$ cat src/rtl/fetchflare_wrr_arbiter_pref.sv
// Weighted round-robin arbiter for the FetchFlare prefetch memory port: registered
// one-hot grant with accept handshake, per-requester burst credit and atomic lock.
module fetchflare_wrr_arbiter_pref #(
    parameter int ARBITER_WIDTH = 4,
    parameter int WEIGHT_W      = 4,
    parameter bit LOCK_EN       = 1'b1
) (
    input  logic                                clk,
    input  logic                                reset,
    input  logic [ARBITER_WIDTH-1:0]            request,
    input  logic [ARBITER_WIDTH*WEIGHT_W-1:0]   weight,
    input  logic                                lock,
    input  logic                                grant_ack,
    output logic [ARBITER_WIDTH-1:0]            grant,
    output logic                                grant_vld,
    output logic [$clog2(ARBITER_WIDTH)-1:0]    grant_idx
);
    localparam int IDX_W = $clog2(ARBITER_WIDTH);

    typedef enum logic [1:0] {IDLE, GRANT, LOCKED} state_t;

    state_t                                   state;
    logic [WEIGHT_W-1:0]                      credit;
    logic [ARBITER_WIDTH-1:0]                 pr;
    logic [ARBITER_WIDTH-1:0][WEIGHT_W-1:0]   weight_arr;

    logic [ARBITER_WIDTH-1:0]                 masked;
    logic [ARBITER_WIDTH-1:0]                 win_onehot;
    logic [ARBITER_WIDTH-1:0]                 pr_next;
    logic [IDX_W-1:0]                         win_idx;
    logic                                     any_req;
    logic                                     owner_req;
    logic                                     lock_eff;
    logic                                     xfer;
    logic                                     rearb;

    function automatic logic [IDX_W-1:0] lowest(input logic [ARBITER_WIDTH-1:0] v);
        lowest = '0;
        for (int i = ARBITER_WIDTH-1; i >= 0; i--)
            if (v[i]) lowest = IDX_W'(i);
    endfunction

    assign weight_arr = weight;
    assign masked     = request & pr;
    assign any_req    = |request;
    assign win_idx    = (|masked) ? lowest(masked) : lowest(request);

    genvar g;
    generate
        for (g = 0; g < ARBITER_WIDTH; g++) begin : g_lane
            assign win_onehot[g] = (win_idx == IDX_W'(g));
            assign pr_next[g]    = (IDX_W'(g) > win_idx);
        end
    endgenerate

    assign owner_req = grant_vld & request[grant_idx];
    assign lock_eff  = LOCK_EN & lock;
    assign xfer      = grant_vld & grant_ack & owner_req;
    // Owner walks away, or its unlocked burst just spent the last credit.
    assign rearb     = !owner_req || (xfer && !lock_eff && credit == '0);

    always_ff @(posedge clk or negedge reset) begin
        if (!reset) begin
            state     <= IDLE;
            grant     <= '0;
            grant_vld <= 1'b0;
            grant_idx <= '0;
            credit    <= '0;
            pr        <= '1;
        end else begin
            case (state)
                IDLE: begin
                    if (any_req) begin
                        state     <= GRANT;
                        grant     <= win_onehot;
                        grant_vld <= 1'b1;
                        grant_idx <= win_idx;
                        credit    <= weight_arr[win_idx];
                        pr        <= pr_next;
                    end
                end
                default: begin
                    if (rearb) begin
                        // pr already excludes the owner, so it only wins again if alone.
                        if (any_req) begin
                            state     <= GRANT;
                            grant     <= win_onehot;
                            grant_vld <= 1'b1;
                            grant_idx <= win_idx;
                            credit    <= weight_arr[win_idx];
                            pr        <= pr_next;
                        end else begin
                            state     <= IDLE;
                            grant     <= '0;
                            grant_vld <= 1'b0;
                            grant_idx <= '0;
                            credit    <= '0;
                        end
                    end else if (xfer) begin
                        if (lock_eff) begin
                            state <= LOCKED;
                        end else begin
                            state  <= GRANT;
                            credit <= credit - 1'b1;
                        end
                    end
                end
            endcase
        end
    end
endmodule

$ cat config.mk
export PLATFORM = sky130hd
export DESIGN_NAME = fetchflare_wrr_arbiter_pref
export DESIGN_NICKNAME = d
export VERILOG_FILES = /design/src/rtl/fetchflare_wrr_arbiter_pref.sv
export SDC_FILE = /design/constraint.sdc
export NUM_CORES = 1
export LEC_CHECK = 0
export ABC_CLOCK_PERIOD_IN_PS = 1950
export BUFFER_PORTS_ARGS = -buffer_cell sky130_fd_sc_hd__buf_2
export CAP_MARGIN = 20
export CORE_MARGIN = 1
export CORE_UTILIZATION = 35
export CTS_CLUSTER_SIZE = 14
export DETAILED_ROUTE_END_ITERATION = 10
export HOLD_SLACK_MARGIN = 0.15
export SETUP_SLACK_MARGIN = 0.4
export SYNTH_ARGS = -nofsm -noshare
export SYNTH_HDL_FRONTEND = slang
export SYNTH_SLANG_ARGS = --single-unit
$ cat constraint.sdc
create_clock -name clk -period 1.95 [get_ports clk]
set_input_delay 0.0975 -clock clk [delete_from_list [all_inputs] [get_ports clk]]
set_output_delay 0.0975 -clock clk [all_outputs]
set_load 0.05 [all_outputs]
==> results.md <==
* Setup TNS at 0 ps
* Area occupied by multi-input gates at 644 um^2
* Leakage at 0.000730 uW
* Crit path DAT at 1980 ps
* Mapped Nets at 135
* FP Rows at 19
* Register clock-pin slew on the reported worst setup and hold paths at 100 ps
* Remaining antenna violation count at 0
* Peak supply drop at 0.00107 V
* Mean post-synth cell area at 9.70 um^2
* DPL Wire Length at 2020 um
* DR iter-0 viols at 60
* FILL cells at 253
* Sequential share of the synthesized area at 40.7%
* Most frequent cells in the layout: 30 x buf_2, 15 x dlygate4sd3_1, 12 x buf_4
* Top sig layer: met4
* Initial core utilization at 37.7%
* Worst R2R Setup Slack at 170 ps
* Least-Margin Pin Slew at 525 ps
* Worst r2r dst: grant[1]
* DR WL met3 at 127 um
* Hold crit path type: in -> reg
* WL met1 at 1400 um
* Die Y at 57.0 um
* H-Tree Depth at 1
* Area leader, netlist: dfrtp_1
* Die extent in x at 57.0 um
* Unrepaired setup endpoints after global routing: yes
* Vias per cell at 5.57
* Dpl cell area at 1240 um^2
* Share of the synthesized area in the top cell type at 30.8%
* CTS tree: done
* Fraction of the mapped netlist area in adder cells at 2.37%
* Die area at 3240 um^2
* Final instance area at 1570 um^2
* Pwr/cell area at 1480 nW/um^2
* GR Util All Layers at 21.8%
* Synth Area in Compound Gates at 24.9%
* DP Worst Slack at 73.6 ps
* Layout cell share with drive strength beyond 1 at 43.2%
* Finish-stage setup viols at 0
* Final setup skew at 1.19 ps
* Failing checks: DRC
* Hold path start: request[1]
* Root Driver: clkbuf_4
* Synthesized area at 1060 um^2
* Routed WL per cell at 16.8 um
* Initial antenna violation count at 1
* First-pass GRT wire length at 5290 um
* Final WS setup at 169 ps
* Reg area at 433 um^2
* Crit path required time at 2150 ps
* Core area at 2810 um^2
* Most common cell after layout, fill and taps aside: buf_2
* Worst setup endpoint: grant[1]
* CTS Buf Count at 3
* Minimum clock period at 1780 ps
* R2R cell count at 7
* Yosys Warn Count at 0
* Area growth, synth to finish at 48.5%
* Async SR Flop Fraction at 100%
* Crit. End Element: flip-flop
* Ys flop type: dfrtp_1
* Fin crit share at 91.4%
* Largest family of logic cells by synthesized area: compound AO/OA/AOI/OAI gates
* Drt pass-1 iters at 7
* Fmax at 561 MHz
* Critical path fanouts, max at 7
* Final Total Pwr at 2330 uW
* Synth Instances at 109
* Synth Area in XOR/XNOR at 0%
* Placer congestion estimate at 0.806
* WL met2 at 1720 um
* Synth Area in Simple Gates at 21.3%
* Vias in the first global route at 1123
* Synth top area cells: dfrtp_1 31%, dfstp_2 9.9%, mux2i_1 4.7%
* Mux cell area share after synthesis at 6.86%
* Worst setup path start: credit[1]
* Max Slew Vio Count at 0
* # IOs at 31
* Layout Nets at 196
* DRC at 4
* Vias at 1120
* Outcome: finished with violations
* # port buffers at 30
* Final cell count without fillers at 201
* WL final at 3390 um
* Post-synth EDFFs at 0
* Synthesized flop and latch total at 17
* Clock Path Buffers at 2
* Largest net degree at the start of global routing at 18
* Final hold vios at 0
* Cell Count Post-Placement at 170
* GRT overflow at 0
* Worst r2r src: credit[1]
* CP Class: reg -> reg
* Relative slew margins at 64.7%
* MaxCap Viol Count at 0
* Worst-Skew Late Latency at 300 ps
* CTS Sinks at 17
* Critical Path Source Type: flip-flop
* Yosys cell types at 40
## sequential cells by signal, indices dropped and copies added (netlist names)
register and count:
credit 4, grant_vld 1, grant 4, state 2
pr 4, grant_idx 2
## worst min-delay path by stage
| stage | endpoint | slack [ps] | depth (start not counted) |
|---|---|---|---|
| 2_1_floorplan | credit[0] | -200 | 0 |
| 5_1_grt | state[0] | 220 | 3 |
| 3_5_place_dp | grant[0] | 40 | 1 |
| 6_report | state[0] | 160 | 3 |
| 4_1_cts | state[0] | 170 | 3 |
| 3_3_place_gp | grant[0] | 40 | 1 |
## power breakdown
part	internal, uW	total [uW]	switching [uW]
Clock	76.6	199	122
Combinational	640	1500	863
Sequential	523	629	105
## repair_timing
action	CTS	global route
gates resized for setup	16	3
pin swaps	7	7
cloned	0	0
hold buffers	15	0
setup buffers	8	3
endpoints found under the setup margin	15	15
hold endpoints to repair	23	0
## worst max-delay path, cell delays in order (launching register included)
cell	delay, ps
dfrtp_1	400
inv_2	90
ha_4	130
or3b_4	370
o211ai_2	200
buf_4	180
nand2_4	80
a32o_1	220
## cell families after synthesis
group                    Yosys count
AO/OA/AOI/OAI                     34
adder cells (fa/ha/maj)            2
flip-flops                        17
AND/OR/NAND/NOR                   42
buffers and inverters              8
multiplexers                       6
## synth_stat cells, types with 2 or more instances
cell type  instances
dfrtp_1           13
nand2_1           11
nor2_1             9
inv_1              6
o21ai_0            6
mux2i_1            5
nor2b_1            5
a22oi_1            4
dfstp_2            4
and2_1             3
o211ai_1           3
a21oi_1            2
a22o_1             2
and3_1             2
ha_1               2
nand2b_1           2
nor4_1             2
o2111ai_1          2
o211ai_2           2
o21a_1             2
o22ai_1            2
or3_1              2
## metrics by stage
stage	utilization, %	hold slack [ps]
global placement	44.4	35.9
floorplan	-	-198
global route	56.0	217
finish	56.0	164
detailed placement	44.4	40.9
CTS	54.5	169
## per-layer routing
| layer | GRT usage, % | vias to the layer above |
|---|---|---|
| met2 | 37.5 | 32 |
| met3 | 5.44 | 15 |
| met5 | 0 | - |
| met1 | 25.9 | 548 |
| met4 | 9.41 | 0 |
| li1 | - | 525 |
## area by class of cell
type,count,share of cell area (%)
clock buffer,3,1.43
tap,31,2.47
inverter,6,1.43
multi-input combinational,84,41.0
clock inverter,1,0.319
sequential,17,27.6
timing repair buffer,58,25.6
antenna,1,0.159
No activity file was read; power rests on OpenSTA's default activity.
